<file path="config.mk">
export PLATFORM = sky130hd
export DESIGN_NAME = vip_target_bbox_locator
export DESIGN_NICKNAME = d
export VERILOG_FILES = /design/src/rtl/vip_target_pkg.sv /design/src/rtl/vip_frame_pos_counter.sv /design/src/rtl/vip_target_bbox_locator.sv
export SDC_FILE = /design/constraint.sdc
export NUM_CORES = 1
export LEC_CHECK = 0
export BUFFER_PORTS_ARGS = -buffer_cell sky130_fd_sc_hd__buf_4
export CAP_MARGIN = 20
export CORE_AREA = 3 3 142 144
export DETAILED_ROUTE_END_ITERATION = 10
export DIE_AREA = 0 0 145 147
export PLACE_DENSITY = 0.69
export SYNTH_ARGS = -nofsm -noshare
export SYNTH_HDL_FRONTEND = slang
export SYNTH_HIERARCHICAL = 1
export SYNTH_SLANG_ARGS = --single-unit
</file>
<file path="constraint.sdc">
create_clock -name clk -period 8.77 [get_ports clk]
set_input_delay 0 -clock clk [delete_from_list [all_inputs] [get_ports clk]]
set_output_delay 0 -clock clk [all_outputs]
set_load 0.02 [all_outputs]
</file>
<file path="src/rtl/vip_target_pkg.sv">
// rtl/vip_target_pkg.sv - shared widths, image geometry defaults and helpers for the target locator
package vip_target_pkg;
  localparam int CW          = 11;
  localparam int PCW         = 20;
  localparam int IMG_H_DEF   = 640;
  localparam int IMG_V_DEF   = 480;
  localparam int MIN_PIX_DEF = 16;

  localparam logic [CW-1:0] MIN_INIT   = '1;
  localparam logic [CW-1:0] COORD_ZERO = '0;

  // Midpoint taken at CW+1 bits so min+max can never wrap.
  function automatic logic [CW-1:0] coord_mid(input logic [CW-1:0] a, input logic [CW-1:0] b);
    logic [CW:0] s;
    s = {1'b0, a} + {1'b0, b};
    return s[CW:1];
  endfunction
endpackage

</file>
<file path="src/rtl/vip_frame_pos_counter.sv">
// rtl/vip_frame_pos_counter.sv - sync edge detection and per-pixel x/y position tracking
module vip_frame_pos_counter
  import vip_target_pkg::*;
#(
  parameter int IMG_H = IMG_H_DEF,
  parameter int IMG_V = IMG_V_DEF
) (
  input  logic          clk,
  input  logic          rst_n,
  input  logic          vsync,
  input  logic          href,
  input  logic          clken,
  output logic [CW-1:0] x,
  output logic [CW-1:0] y,
  output logic          vs_rise,
  output logic          vs_fall,
  output logic          pix_en
);
  logic          vs_d;
  logic          hr_d;
  logic          hr_fall;
  logic [CW-1:0] x_q;
  logic [CW-1:0] y_q;

  assign vs_rise = vsync & ~vs_d;
  assign vs_fall = ~vsync & vs_d;
  assign hr_fall = ~href & hr_d;

  // The pixel arriving with vs_rise is at the origin of the new frame.
  assign x      = vs_rise ? COORD_ZERO : x_q;
  assign y      = vs_rise ? COORD_ZERO : y_q;
  assign pix_en = clken & vsync & (x < CW'(IMG_H)) & (y < CW'(IMG_V));

  // vs_d resets high so a reset released mid-frame never looks like a frame start.
  always_ff @(posedge clk or negedge rst_n) begin
    if (!rst_n) begin
      vs_d <= 1'b1;
      hr_d <= 1'b0;
      x_q  <= COORD_ZERO;
      y_q  <= COORD_ZERO;
    end else begin
      vs_d <= vsync;
      hr_d <= href;
      if (hr_fall)
        x_q <= COORD_ZERO;
      else if (clken && vsync && (x != MIN_INIT))
        x_q <= x + CW'(1);
      else
        x_q <= x;
      if (hr_fall && vsync && (y != MIN_INIT))
        y_q <= y + CW'(1);
      else
        y_q <= y;
    end
  end
endmodule

</file>
<file path="src/rtl/vip_target_bbox_locator.sv">
// rtl/vip_target_bbox_locator.sv - per-frame foreground bounding box, centre and count, latched at frame end
module vip_target_bbox_locator
  import vip_target_pkg::*;
#(
  parameter int IMG_H   = IMG_H_DEF,
  parameter int IMG_V   = IMG_V_DEF,
  parameter int MIN_PIX = MIN_PIX_DEF
) (
  input  logic           clk,
  input  logic           rst_n,
  input  logic           per_frame_vsync,
  input  logic           per_frame_href,
  input  logic           per_frame_clken,
  input  logic           per_img_Bit,
  output logic           box_valid,
  output logic           target_found,
  output logic [CW-1:0]  x_min,
  output logic [CW-1:0]  x_max,
  output logic [CW-1:0]  y_min,
  output logic [CW-1:0]  y_max,
  output logic [CW-1:0]  x_ctr,
  output logic [CW-1:0]  y_ctr,
  output logic [PCW-1:0] pix_cnt
);
  logic [CW-1:0]  x, y;
  logic           vs_rise, vs_fall, pix_en;
  logic [CW-1:0]  run_xmin, run_xmax, run_ymin, run_ymax;
  logic [PCW-1:0] run_cnt;
  logic           frame_seen;
  logic [CW-1:0]  b_xmin, b_xmax, b_ymin, b_ymax;
  logic [PCW-1:0] b_cnt;
  logic [CW-1:0]  n_xmin, n_xmax, n_ymin, n_ymax;
  logic [PCW-1:0] n_cnt;
  logic           acc, latch, found;

  vip_frame_pos_counter #(.IMG_H(IMG_H), .IMG_V(IMG_V)) u_pos (
    .clk     (clk),
    .rst_n   (rst_n),
    .vsync   (per_frame_vsync),
    .href    (per_frame_href),
    .clken   (per_frame_clken),
    .x       (x),
    .y       (y),
    .vs_rise (vs_rise),
    .vs_fall (vs_fall),
    .pix_en  (pix_en)
  );

  // Compare against freshly initialised values in the vs_rise cycle so its pixel counts.
  always_comb begin
    acc    = pix_en & per_img_Bit;
    b_xmin = vs_rise ? MIN_INIT   : run_xmin;
    b_xmax = vs_rise ? COORD_ZERO : run_xmax;
    b_ymin = vs_rise ? MIN_INIT   : run_ymin;
    b_ymax = vs_rise ? COORD_ZERO : run_ymax;
    b_cnt  = vs_rise ? '0         : run_cnt;
    n_xmin = b_xmin;
    n_xmax = b_xmax;
    n_ymin = b_ymin;
    n_ymax = b_ymax;
    n_cnt  = b_cnt;
    if (acc) begin
      if (x < b_xmin) n_xmin = x;
      if (x > b_xmax) n_xmax = x;
      if (y < b_ymin) n_ymin = y;
      if (y > b_ymax) n_ymax = y;
      if (b_cnt != '1) n_cnt = b_cnt + PCW'(1);
    end
    latch = vs_fall & frame_seen;
    found = run_cnt >= PCW'(MIN_PIX);
  end

  always_ff @(posedge clk or negedge rst_n) begin
    if (!rst_n) begin
      run_xmin   <= MIN_INIT;
      run_xmax   <= COORD_ZERO;
      run_ymin   <= MIN_INIT;
      run_ymax   <= COORD_ZERO;
      run_cnt    <= '0;
      frame_seen <= 1'b0;
    end else begin
      run_xmin   <= n_xmin;
      run_xmax   <= n_xmax;
      run_ymin   <= n_ymin;
      run_ymax   <= n_ymax;
      run_cnt    <= n_cnt;
      frame_seen <= frame_seen | vs_rise;
    end
  end

  always_ff @(posedge clk or negedge rst_n) begin
    if (!rst_n) begin
      box_valid    <= 1'b0;
      target_found <= 1'b0;
      x_min        <= COORD_ZERO;
      x_max        <= COORD_ZERO;
      y_min        <= COORD_ZERO;
      y_max        <= COORD_ZERO;
      x_ctr        <= COORD_ZERO;
      y_ctr        <= COORD_ZERO;
      pix_cnt      <= '0;
    end else begin
      box_valid <= latch;
      if (latch) begin
        target_found <= found;
        pix_cnt      <= run_cnt;
        x_min        <= found ? run_xmin : COORD_ZERO;
        x_max        <= found ? run_xmax : COORD_ZERO;
        y_min        <= found ? run_ymin : COORD_ZERO;
        y_max        <= found ? run_ymax : COORD_ZERO;
        x_ctr        <= found ? coord_mid(run_xmin, run_xmax) : COORD_ZERO;
        y_ctr        <= found ? coord_mid(run_ymin, run_ymax) : COORD_ZERO;
      end
    end
  end
endmodule
</file>
==> impl_metrics.env <==
export IMPL_synthFlopType="dfrtp_1"
export IMPL_arrival_ns=3.93
export IMPL_critPathTopFamily="compound AO/OA/AOI/OAI gates"
export IMPL_worst_hold_path_type="input pin to flop"
export IMPL_slowest_stage="a211oi_2"
export IMPL_fin_skew_ns=0.0110
export IMPL_fp_dieH_um=147
export IMPL_ir_drop_v=0.000125
export IMPL_fin_area_mm2=0.0111
export IMPL_cts_tree="yes"
export IMPL_critPathMaxStageDelay_ns=0.95
export IMPL_path_buf_inv=1
export IMPL_port_buffers=93
export IMPL_die_area_mm2=0.0213
export IMPL_detail_route_wirelength_mm=21.4
export IMPL_core_area_mm2=0.0188
export IMPL_syn_num_nets=951
export IMPL_post_place_ws_ns=5.22
export IMPL_period_minus_slack_ns=3.59
export IMPL_synth_edf_count=0
export IMPL_seq_area_mm2=0.00446
export IMPL_path_cells="nand2b_4 > inv_4 > nor2_1 > ha_1 > a21oi_1 > o21ai_0 > nand2b_1 > o311ai_2 > a211oi_2 > mux2i_1"
export IMPL_holdWs_ns=0.0877
export IMPL_io_pins=94
export IMPL_synth_seq_cells=177
export IMPL_final_common_cell="dfrtp_1"
export IMPL_worst_slew_pin_slew_ns=1.11
export IMPL_grt_overflow_total=0
export IMPL_p_leak_uw=0.00526
export IMPL_whs_path_depth=4
export IMPL_grt_max_degree=110
export IMPL_ant_nets=0
export IMPL_clockRootBuffer="clkbuf_16"
export IMPL_synthTopCellsByArea="dfrtp_1, ha_1, dfstp_2, mux2i_1, a22o_1"
export IMPL_setup_viol=0
export IMPL_fin_nets=1039
export IMPL_gp_congestion=0.873
export IMPL_ys_seq_area_share_pct=46.9
export IMPL_slew_violations=0
export IMPL_final_setup_tns_ns=0
export IMPL_yosys_warnings=6
export IMPL_synth_top_area_share_pct=40.5
export IMPL_dpl_instance_area_mm2=0.0104
export IMPL_grt_pass1_wl_mm=36.1
export IMPL_num_fill_cells=1568
export IMPL_grt_pass1_vias=6825
export IMPL_cts_buffers=17
export IMPL_groute_usage_overall_pct=20.6
export IMPL_finalPower_uw=1770
export IMPL_worstSetupPathType="flop to flop"
export IMPL_drt_iter0_markers=374
export IMPL_rows=50
export IMPL_synth_simple_gate_area_share_pct=15.7
export IMPL_worstPathMaxFanout=73
export IMPL_maxSlewHeadroom_pct=25.7
export IMPL_synthDistinctLibCells=68
export IMPL_multi_input_area_mm2=0.00478
export IMPL_finalWorstSetupSlack_ns=5.18
export IMPL_synth_compound_area_share_pct=13.9
export IMPL_critPathRequiredTime_ns=9.11
export IMPL_synth_largest_area_cell="dfrtp_1"
export IMPL_post_cts_buffers=0
export IMPL_drive_gt1_share_pct=21.2
export IMPL_rsz0062_at_grt="no"
export IMPL_vias=6848
export IMPL_synth_xor_area_share_pct=3.41
export IMPL_cts_buffer_depth=2
export IMPL_fin_crit_sh_pct=40.9
export IMPL_async_flop_share_pct=100
export IMPL_clock_latency_ns=0.43
export IMPL_syn_to_final_growth_pct=16.2
export IMPL_final_cell_mix="dfrtp_1, buf_4, ha_1, nand2_1, nor2_1"
export IMPL_cts_sinks=177
export IMPL_post_drt_via_cell_ratio=5.53
export IMPL_clock_fmax_mhz=279
export IMPL_synthCells=878
export IMPL_path_depth=10
export IMPL_die_x_um=145
export IMPL_drc=0
export IMPL_antennaDiodeCount=0
export IMPL_end_kind="flop"
export IMPL_status="complete, no violations"
export IMPL_initial_core_util_pct=50.5
export IMPL_wl_per_cell_um=17.2
export IMPL_synth_top_family_by_area="simple AND/OR/NAND/NOR gates"
export IMPL_synthesis_area_mm2=0.00952
export IMPL_htree_levels=4
export IMPL_antenna_found_initial=0
export IMPL_synth_mux_area_share_pct=7.92
export IMPL_post_dp_hpwl_mm=15.4
export IMPL_hold_violations=0
export IMPL_reg_top3="pix_cnt x20, run_cnt x20"
export IMPL_startpoint_type="flop"
export IMPL_avgSynthCellArea_um2=10.8
export IMPL_power_per_cell_area_mw_per_mm2=160
export IMPL_drt_pass1_iter_count=5
export IMPL_path_clk_slew_ns=0.07
export IMPL_max_cap_violations=0
export IMPL_r2r_cells=10
export IMPL_synthAdderAreaFrac_pct=8.97
[power by group]
part	switching [uW]	total, uW	internal (uW)
combinational	98.7	158	59.4
sequential	22.4	871	848
clock	343	742	400
[layer usage]
metal	vias to the layer above	routed length (um)	part of all wire, %	GRT usage [%]
met2	155	9540	45	32.1
met1	3336	10800	51	30.5
met3	13	794	3.7	3.52
met4	0	184	0.86	4.75
li1	3344	-	-	-
met5	-	0	0	0
[metrics by stage]
stage	utilization, %	std cells
after floorplan	-	878
after global placement	55.5	1203
after detailed placement	55.5	1203
after CTS	58.7	1239
after global routing	58.7	1239
final	58.7	1239
[cells in the mapped netlist, types with 6 or more instances]
cell type	number
o21a_1	7
a21o_1	9
mux2_2	20
xor2_1	17
xnor2_1	20
o211ai_1	11
buf_2	7
inv_1	35
nor2b_1	8
and3_1	7
o21ai_0	38
a211oi_1	11
a21oi_1	33
nand4_1	16
nand2b_1	36
a22o_1	44
dfstp_2	23
ha_1	65
dfrtp_1	154
nor3_1	6
nand2_1	62
mux2i_1	49
nand3_1	17
or3_1	8
nor2_1	55
clkbuf_1	21
and2_1	24
[repair_timing]
action / CTS / global route
resized for setup: 0 / 0
endpoints found under the hold margin: 101 / 0
hold buffers: 4 / 0
[cell type report]
cell class	instances	area share, %
timing repair buffer	103	7.12
clock buffer	17	3.85
tap	260	2.94
inverter	36	1.24
clock inverter	15	1.31
multi-input combinational	631	43.2
sequential	177	40.3
[cells by family after synthesis]
family / after synthesis
flops: 177
simple gates: 271
fa+ha+maj: 67
buf+inv: 70
mux: 72
compound gates: 184
xor+xnor: 37
[worst min-delay path, delay by kind of cell]
kind / cells / cell delay [ns]
AND/OR/NAND/NOR: 2 / 0.27
buffers and inverters: 1 / 0.12
multiplexers: 1 / 0.07
[worst paths after layout]
check / start / slack, ns / to
min in group asynchronous: rst_n / 0.25 / target_found$_DFFE_PN0P_
max in group asynchronous: rst_n / 7.04 / u_pos/y_q[4]$_DFF_PN0_
setup reg to reg: u_pos/vs_d$_DFF_PN1_ / 5.18 / run_ymin[3]$_DFF_PN1_
hold reg to reg: target_found$_DFFE_PN0P_ / 0.48 / target_found$_DFFE_PN0P_
setup / recovery: u_pos/vs_d$_DFF_PN1_ / 5.18 / run_ymin[3]$_DFF_PN1_
hold / removal: per_img_Bit / 0.09 / run_xmax[10]$_DFF_PN0_
(Power assumes the default switching activity.)
